**src/rtl/tap_acc_pkg.sv**
```systemverilog
// rtl/tap_acc_pkg.sv - shared widths and warm-up count encoding for tap_accumulator
package tap_acc_pkg;

    localparam int W_PROD    = 16;
    localparam int ACC_W     = 19;
    localparam int SHIFT_DEF = 6;
    localparam int OUT_W_DEF = 8;
    localparam int CNT_W     = 2;

    typedef logic [CNT_W-1:0] cnt_t;

    // Number of samples already folded into the transposed chain, saturating at full.
    localparam cnt_t CNT_IDLE = 2'd0;
    localparam cnt_t CNT_ONE  = 2'd1;
    localparam cnt_t CNT_FULL = 2'd3;

    function automatic logic signed [ACC_W-1:0] sext_prod(input logic signed [W_PROD-1:0] p);
        return ACC_W'(p);
    endfunction

endpackage

```
**src/rtl/tap_accumulator_if.sv**
```systemverilog
// rtl/tap_accumulator_if.sv - product-set input stream and filtered-sample output stream
interface tap_accumulator_if #(
    parameter int OUT_W = tap_acc_pkg::OUT_W_DEF
);
    logic                                     in_valid;
    logic                                     in_ready;
    logic                                     in_first;
    logic                                     in_last;
    logic signed [tap_acc_pkg::W_PROD-1:0]    p0;
    logic signed [tap_acc_pkg::W_PROD-1:0]    p1;
    logic signed [tap_acc_pkg::W_PROD-1:0]    p2;
    logic signed [tap_acc_pkg::W_PROD-1:0]    p3;
    logic                                     out_valid;
    logic                                     out_ready;
    logic [OUT_W-1:0]                         out_data;
    logic                                     out_last;

    modport master (
        output in_valid, in_first, in_last, p0, p1, p2, p3, out_ready,
        input  in_ready, out_valid, out_data, out_last
    );

    modport slave (
        input  in_valid, in_first, in_last, p0, p1, p2, p3, out_ready,
        output in_ready, out_valid, out_data, out_last
    );

endinterface

```
**src/rtl/tap_accumulator_round_clip.sv**
```systemverilog
// rtl/tap_accumulator_round_clip.sv - round, arithmetic shift and clip an accumulated sum to a sample
module round_clip
    import tap_acc_pkg::*;
#(
    parameter int SHIFT = SHIFT_DEF,
    parameter int OUT_W = OUT_W_DEF
) (
    input  logic signed [ACC_W-1:0] sum,
    output logic [OUT_W-1:0]        sample
);

    localparam logic signed [ACC_W:0] RND   = (ACC_W+1)'(1) << (SHIFT - 1);
    localparam logic signed [ACC_W:0] MAX_V = (ACC_W+1)'((1 << OUT_W) - 1);

    logic signed [ACC_W:0] rounded;
    logic signed [ACC_W:0] shifted;

    // One guard bit so the rounding offset cannot wrap the most positive sum.
    always_comb begin
        rounded = {sum[ACC_W-1], sum} + RND;
        shifted = rounded >>> SHIFT;
        if (shifted < 0) begin
            sample = '0;
        end else if (shifted > MAX_V) begin
            sample = '1;
        end else begin
            sample = shifted[OUT_W-1:0];
        end
    end

endmodule

```
**src/rtl/tap_accumulator.sv**
```systemverilog
// rtl/tap_accumulator.sv - transposed 4-tap accumulation of MCM products into clipped predicted samples
module tap_accumulator
    import tap_acc_pkg::*;
#(
    parameter int SHIFT = SHIFT_DEF,
    parameter int OUT_W = OUT_W_DEF
) (
    input logic               clk,
    input logic               rst_n,
    tap_accumulator_if.slave  bus
);

    logic signed [ACC_W-1:0] r1, r2, r3;
    logic signed [ACC_W-1:0] base1, base2, base3;
    logic signed [ACC_W-1:0] sum;
    cnt_t                    count, count_n;
    logic                    accept;
    logic                    produce;
    logic [OUT_W-1:0]        sample;

    assign bus.in_ready = !bus.out_valid || bus.out_ready;
    assign accept       = bus.in_valid && bus.in_ready;
    assign produce      = accept && !bus.in_first && (count == CNT_FULL);

    // A new line starts from an empty chain regardless of what the old line left behind.
    assign base1 = bus.in_first ? '0 : r1;
    assign base2 = bus.in_first ? '0 : r2;
    assign base3 = bus.in_first ? '0 : r3;
    assign sum   = base1 + sext_prod(bus.p0);

    always_comb begin
        count_n = count;
        if (accept) begin
            if (bus.in_last) begin
                count_n = CNT_IDLE;
            end else if (bus.in_first || count == CNT_IDLE) begin
                count_n = CNT_ONE;
            end else if (count != CNT_FULL) begin
                count_n = count + CNT_ONE;
            end
        end
    end

    round_clip #(
        .SHIFT (SHIFT),
        .OUT_W (OUT_W)
    ) u_round_clip (
        .sum    (sum),
        .sample (sample)
    );

    always_ff @(posedge clk or negedge rst_n) begin
        if (!rst_n) begin
            r1    <= '0;
            r2    <= '0;
            r3    <= '0;
            count <= CNT_IDLE;
        end else begin
            count <= count_n;
            if (accept) begin
                r3 <= sext_prod(bus.p3);
                r2 <= base3 + sext_prod(bus.p2);
                r1 <= base2 + sext_prod(bus.p1);
            end
        end
    end

    always_ff @(posedge clk or negedge rst_n) begin
        if (!rst_n) begin
            bus.out_valid <= 1'b0;
            bus.out_data  <= '0;
            bus.out_last  <= 1'b0;
        end else if (produce) begin
            bus.out_valid <= 1'b1;
            bus.out_data  <= sample;
            bus.out_last  <= bus.in_last;
        end else if (bus.out_ready) begin
            bus.out_valid <= 1'b0;
        end
    end

endmodule

```
**src/flat_wrapper.sv**
```systemverilog
// flat-port wrapper written by rule: the top's interface ports become plain ports
module tap_accumulator_flat import tap_acc_pkg::*;
#(
    parameter int SHIFT = SHIFT_DEF,
    parameter int OUT_W = OUT_W_DEF
)
  (clk, rst_n, bus_in_valid, bus_in_first, bus_in_last, bus_p0, bus_p1, bus_p2, bus_p3, bus_out_ready, bus_in_ready, bus_out_valid, bus_out_data, bus_out_last);
  tap_accumulator_if #(.OUT_W(OUT_W)) bus_i ();
  input logic clk;
  input logic rst_n;
  input wire logic [$bits(bus_i.in_valid)-1:0] bus_in_valid;
  input wire logic [$bits(bus_i.in_first)-1:0] bus_in_first;
  input wire logic [$bits(bus_i.in_last)-1:0] bus_in_last;
  input wire logic [$bits(bus_i.p0)-1:0] bus_p0;
  input wire logic [$bits(bus_i.p1)-1:0] bus_p1;
  input wire logic [$bits(bus_i.p2)-1:0] bus_p2;
  input wire logic [$bits(bus_i.p3)-1:0] bus_p3;
  input wire logic [$bits(bus_i.out_ready)-1:0] bus_out_ready;
  output wire logic [$bits(bus_i.in_ready)-1:0] bus_in_ready;
  output wire logic [$bits(bus_i.out_valid)-1:0] bus_out_valid;
  output wire logic [$bits(bus_i.out_data)-1:0] bus_out_data;
  output wire logic [$bits(bus_i.out_last)-1:0] bus_out_last;
  assign bus_i.in_valid = bus_in_valid;
  assign bus_i.in_first = bus_in_first;
  assign bus_i.in_last = bus_in_last;
  assign bus_i.p0 = bus_p0;
  assign bus_i.p1 = bus_p1;
  assign bus_i.p2 = bus_p2;
  assign bus_i.p3 = bus_p3;
  assign bus_i.out_ready = bus_out_ready;
  assign bus_in_ready = bus_i.in_ready;
  assign bus_out_valid = bus_i.out_valid;
  assign bus_out_data = bus_i.out_data;
  assign bus_out_last = bus_i.out_last;
  tap_accumulator #(.SHIFT(SHIFT), .OUT_W(OUT_W)) u_core (.clk(clk), .rst_n(rst_n), .bus(bus_i));
endmodule
```
**config.mk**
```make
export PLATFORM = sky130hd
export DESIGN_NAME = tap_accumulator_flat
export DESIGN_NICKNAME = d
export VERILOG_FILES = /design/src/rtl/tap_acc_pkg.sv /design/src/rtl/tap_accumulator_if.sv /design/src/rtl/tap_accumulator_round_clip.sv /design/src/rtl/tap_accumulator.sv /design/src/flat_wrapper.sv
export SDC_FILE = /design/constraint.sdc
export NUM_CORES = 1
export LEC_CHECK = 0
export BUFFER_PORTS_ARGS = -buffer_cell sky130_fd_sc_hd__buf_4
export CAP_MARGIN = 25
export CORE_UTILIZATION = 60
export CTS_CLUSTER_DIAMETER = 30
export DETAILED_ROUTE_END_ITERATION = 7
export HOLD_SLACK_MARGIN = 0.12
export PLACE_DENSITY = 0.83
export SYNTH_ARGS = -nofsm -noshare
export SYNTH_HDL_FRONTEND = slang
export SYNTH_SLANG_ARGS = --single-unit
```
**constraint.sdc**
```tcl
create_clock -name clk -period 5.9 [get_ports clk]
set_input_delay 0.59 -clock clk [delete_from_list [all_inputs] [get_ports clk]]
set_output_delay 0.59 -clock clk [all_outputs]
set_load 0.01 [all_outputs]
```
Word level (Yosys, flattened, before mapping)

Index checks and enable logic that the tools add are counted.
Widths: inputs -> output; s select.

Flip-flop bits (word level): 66
Latch bits: 0
RAM bits: 0
Memory bits (read-only): 0
Input port bits: 70
Output and inout bits: 11
Logic and storage cells: 37
Memories kept: 0

$add $sub $neg: 5
$mul: 0
Div/mod/pow operators: 0
Order comparisons: 2
Eq/ne operators: 2
Shift-type cells: 0
Muxes and demuxes: 10
Bitwise logic cells: 0
Reductions and logical operators: 11

Operators by type and width:

| kind                  | number |
|---|---|
| $add 19x16->19        | 3 |
| $mux 19               | 3 |
| $add 19x7->20 const B | 1 |
| $mux 8                | 2 |
| $gt 14x9->1 const B   | 1 |
| $lt 14x1->1 const B   | 1 |
| $mux 2                | 3 |
| $logic_and 1x1->1     | 3 |
| $reduce_bool 3->1     | 1 |
| $add 2x1->2 const B   | 1 |
| $eq 2x2->1 const B    | 1 |
| $logic_not 1->1       | 2 |
| $logic_not 2->1       | 1 |
| $logic_or 1x1->1      | 2 |
| $mux 1                | 2 |
| $ne 2x2->1 const B    | 1 |
| $reduce_and 2->1      | 1 |
| $reduce_bool 2->1     | 1 |

Longest topological paths before layout

Depth after elaboration: 6
Mapped depth: 15
Gate-level depth less buffers: 13

Hierarchy

From an unflattened synthesis, not the netlist that was laid out.

Cell total of the unflattened synthesis: 691
Area, all modules: 5,666.7 sq um

Modules (own cells, without submodules):

| module          | times used | cells each | area each (sq um) | seq. area each (sq um) |
|---|---|---|---|---|
| tap_accumulator | 1          | 650        | 5,407.7           | 1,651.6 |
| round_clip      | 1          | 41         | 259.0             | 0.0 |

Least setup slack after synthesis

Ideal clock, no wire load.

Path kind: in2reg
Start point: in bus_in_first
End point: reg u_core.bus.out_data[5]
Setup time: 123 ps
Data arrival time: 3,606 ps
Required time: 5,777 ps
Path slack: 2,171 ps
Cell stages on the path: 15
Path buffers: 2
Path through: clkbuf_1 -> clkbuf_1 -> nor2b_1 -> ha_1 -> or3_4 -> o221a_4 -> nor3_1 -> nor2_1 -> ha_1 -> o31a_1 -> and4_1 -> nor4b_1 -> o21a_1 -> o21ai_4 -> o221a_1

Cells in the longest elaborated chain, start to end: 6
Elaborated cells between the ends (all ways): 10
Those cells by class: add/sub (2); order compare (2); mux (3); reduce/logical (3)

Ends and longest elaborated chain:

| what                 | RTL line                         | text |
|---|---|---|
| from (decl)          | flat_wrapper.sv:12               | `input wire logic [$bits(bus_i.in_first)-1:0] bus_in_first;` |
| $mux 19              | tap_accumulator.sv:26            | `assign base1 = bus.in_first ? '0 : r1;` |
| $add 19x16->19       | tap_accumulator.sv:29            | `assign sum = base1 + sext_prod(bus.p0);` |
| $add 19x7->20        | tap_accumulator_round_clip.sv:20 | `rounded = {sum[ACC_W-1], sum} + RND;` |
| $gt 14x9->1          | tap_accumulator_round_clip.sv:24 | `end else if (shifted > MAX_V) begin` |
| $mux 8               | tap_accumulator_round_clip.sv:24 |  |
| $mux 8               | tap_accumulator_round_clip.sv:22 | `if (shifted < 0) begin` |
| to (signal assigned) | tap_accumulator.sv:75            | `bus.out_data <= sample;` |
| to (decl)            | tap_accumulator_if.sv:25         | `output in_ready, out_valid, out_data, out_last` |

Several ways; a longest one is shown, not always the timed one.
A chain may end at the register's enable or synchronous reset.

Worst setup path after layout

Start point: in bus_in_first
End point: reg u_core.bus.out_data[2]

Same word-level chain as after synthesis.

==> run summary <==
status: finished clean
Hold Fails Final Rpt: 0
GR peak layer: met2
Synth top cells by count: 113 x nand2_1, 66 x dfrtp_1, 58 x nor2b_1
Pre-Repair DR Iteration Count: 4
Syn Inst Count: 647
Worst R2R Path Depth: 12
CTS clock-pin slew for the worst setup and hold paths: 0.08 ns
clock sink total: 66
initial antenna violation count: 0
final setup violation count: 0
vias in the first global route: 4658
post-CTS resize count: 0
area leader, netlist: dfrtp_1
final WL: 11700 um
nature of the critical path endpoint: flip-flop
syn_area_per_cell: 8.39 sq um
Die X: 97.1 um
unique cell type count in the Yosys netlist: 64
worst endpoint required time: 6.19 ns
Syn Nets: 773
via density per instance: 5.67
I/O Pins: 81
Vias: 4699
Placer Congestion: 0.905
CTS tree: built
CP Launch Type: input port
Slew HR: 0.454
grt met2 use: 0.464
Core ar.: 8720 sq um
largest net degree at the start of global routing: 90
post-synth top area share: 0.304
fin. max-slew vios: 0
most common cell in the netlist: nand2_1
predominant post-synthesis flop cell: dfrtp_1
register area share after synthesis: 0.304
share of cells above drive strength 1: 0.164
Initial Utilization: 0.622
# nets final: 842
# H-tree levels: 3
Bufs on Longest Clock Path: 2
top post-synthesis cells by area: dfrtp_1 30%, ha_1 12%, nand2_1 7.8%, nor2b_1 6.7%, xnor2_1 4.4%
number of synthesized flops with an enable pin: 0
WL/cell: 14.1 um
drt drc: 0
CTS root buffer: clkbuf_8
post-layout min period: 3.60 ns
antenna viol nets, final: 0
Max VDD drop: 0.000141 V
fin util: 0.719
GR met3 Demand/Resource: 0.0345
FF+latch area: 1650 sq um
Iteration-0 DRC Markers: 109
total congestion overflow: 0
Layout Area Growth over Synthesis: 15.6%
DPL Wire Length: 9040 um
Die H: 97.1 um
measured slew at the worst slew-check pin: 0.819 ns
met1 usage: 0.311
# diodes: 0
worst min-delay path category: input port to asynchronous set/reset pin
postcts setup bufs: 0
WS Path Type: input port to flip-flop
leakage power: 2.96 nW
fmax: 278 MHz
worst skew pair latency: 0.35 ns
Power Dens Cells: 276 nW/um^2
period utilization: 0.611
maximum fanout along the worst path: 58
area of the multi-input gates: 3580 sq um
hold_buf cts: 0
die area: 9430 sq um
Yosys reg bits: 66
first-pass GRT wire length: 20200 um
yosys warns: 0
GRT Overall Usage: 0.260
number of fill cells in the layout: 682
Worst Skew: 0.0126 ns
WP data arrival: 3.89 ns
Post-synth ARST share: 1.00
site row count: 34
maxcap violations: 0
CTS buffer count: 9
Mapped Area: 5430 sq um
Sum Neg Setup Slack: 0 ns
RSZ-0062 raised after global routing: no
count of input and output buffers: 80
==> routing by layer <==
layer | up-vias | part of all wire
met1 | 2167 | 0.44
li1 | 2407 | -
met5 | - | 0
met2 | 98 | 0.50
met3 | 27 | 0.036
met4 | 0 | 0.026
==> layout make-up <==
type | instances | share of cell area
Clock buffer | 10 | 0.0204
Sequential cell | 66 | 0.263
Clock inverter | 6 | 0.0106
Inverter | 26 | 0.0156
Tap cell | 108 | 0.0215
Timing Repair Buffer | 82 | 0.0982
Multi-Input combinational cell | 531 | 0.570
==> through the flow <==
| step | instance area (sq um) | setup slack [ns] | total power, mW | hold WS (ns) | cells |
|---|---|---|---|---|---|
| after floorplan | 5430 | 2.17 | 1.14 | 0.294 | 647 |
| after global placement | 6080 | 2.04 | 1.33 | 0.449 | 813 |
| after detailed placement | 6080 | 1.92 | 1.36 | 0.454 | 813 |
| after CTS | 6270 | 2.29 | 1.74 | 0.366 | 829 |
| after global routing | 6270 | 1.90 | 1.86 | 0.398 | 829 |
| final | 6270 | 2.30 | 1.73 | 0.325 | 829 |
==> cell families (layout without fill, tap and decap cells) <==
logic type,Yosys count,in the layout,share of synthesized area
AND/OR/NAND/NOR,274,274,0.258
flip-flops,66,66,0.304
buffers and inverters,50,124,0.0367
AO/OA/AOI/OAI,152,152,0.188
adder cells (fa/ha/maj),56,56,0.132
XOR/XNOR,44,44,0.0710
multiplexers,5,5,0.00992
==> sequential cells by signal, indices dropped and copies added, names as in the netlist <==
name and cells:
u_core.bus.out_last 1, u_core.r3 16, u_core.r1 19, u_core.r2 19, u_core.bus.out_data 8, u_core.count 2, u_core.bus.out_valid 1
==> worst paths after layout <==
kind	startpoint	end	slack [ns]
max in group asynchronous	rst_n	u_core.bus.out_last	5.03
worst min register to register	u_core.r3[10]	u_core.r3[10]	0.47
worst max-delay path	bus_in_first	u_core.bus.out_data[2]	2.30
worst min-delay path	rst_n	u_core.r1[1]	0.33
worst max register to register	u_core.r1[3]	u_core.bus.out_data[2]	2.60
min in group clk	bus_p3[14]	u_core.r3[14]	0.42
==> critical path, stage by stage <==
cell and delay (ns):
buf_4 0.47, nor2b_1 0.10, ha_1 0.24, or3_4 0.39, o221a_4 0.26, a21oi_1 0.18, xnor2_1 0.14, ha_1 0.19
o31a_1 0.18, and2_1 0.20, nand4_1 0.19, o21ai_1 0.48, o221a_1 0.28
==> placed cells by master, fill, tap and decap left out, types with 11 or more instances in the layout <==
cell      count
nand2_1     112
buf_4        82
dfrtp_1      66
nor2b_1      58
ha_1         54
o21ai_0      47
a21oi_1      32
nor2_1       27
xnor2_1      27
inv_1        26
xor2_1       17
nand3_1      13
nor3_1       12
nand2b_1     11
a21o_1       11
==> where the power goes <==
part	switching (mW)	internal, mW	total [mW]
Combinational	0.392	0.353	0.745
Sequential	0.0514	0.556	0.607
Clock	0.186	0.196	0.381
Total	0.629	1.10	1.73
Note: power is estimated with default switching activity, not from simulation.
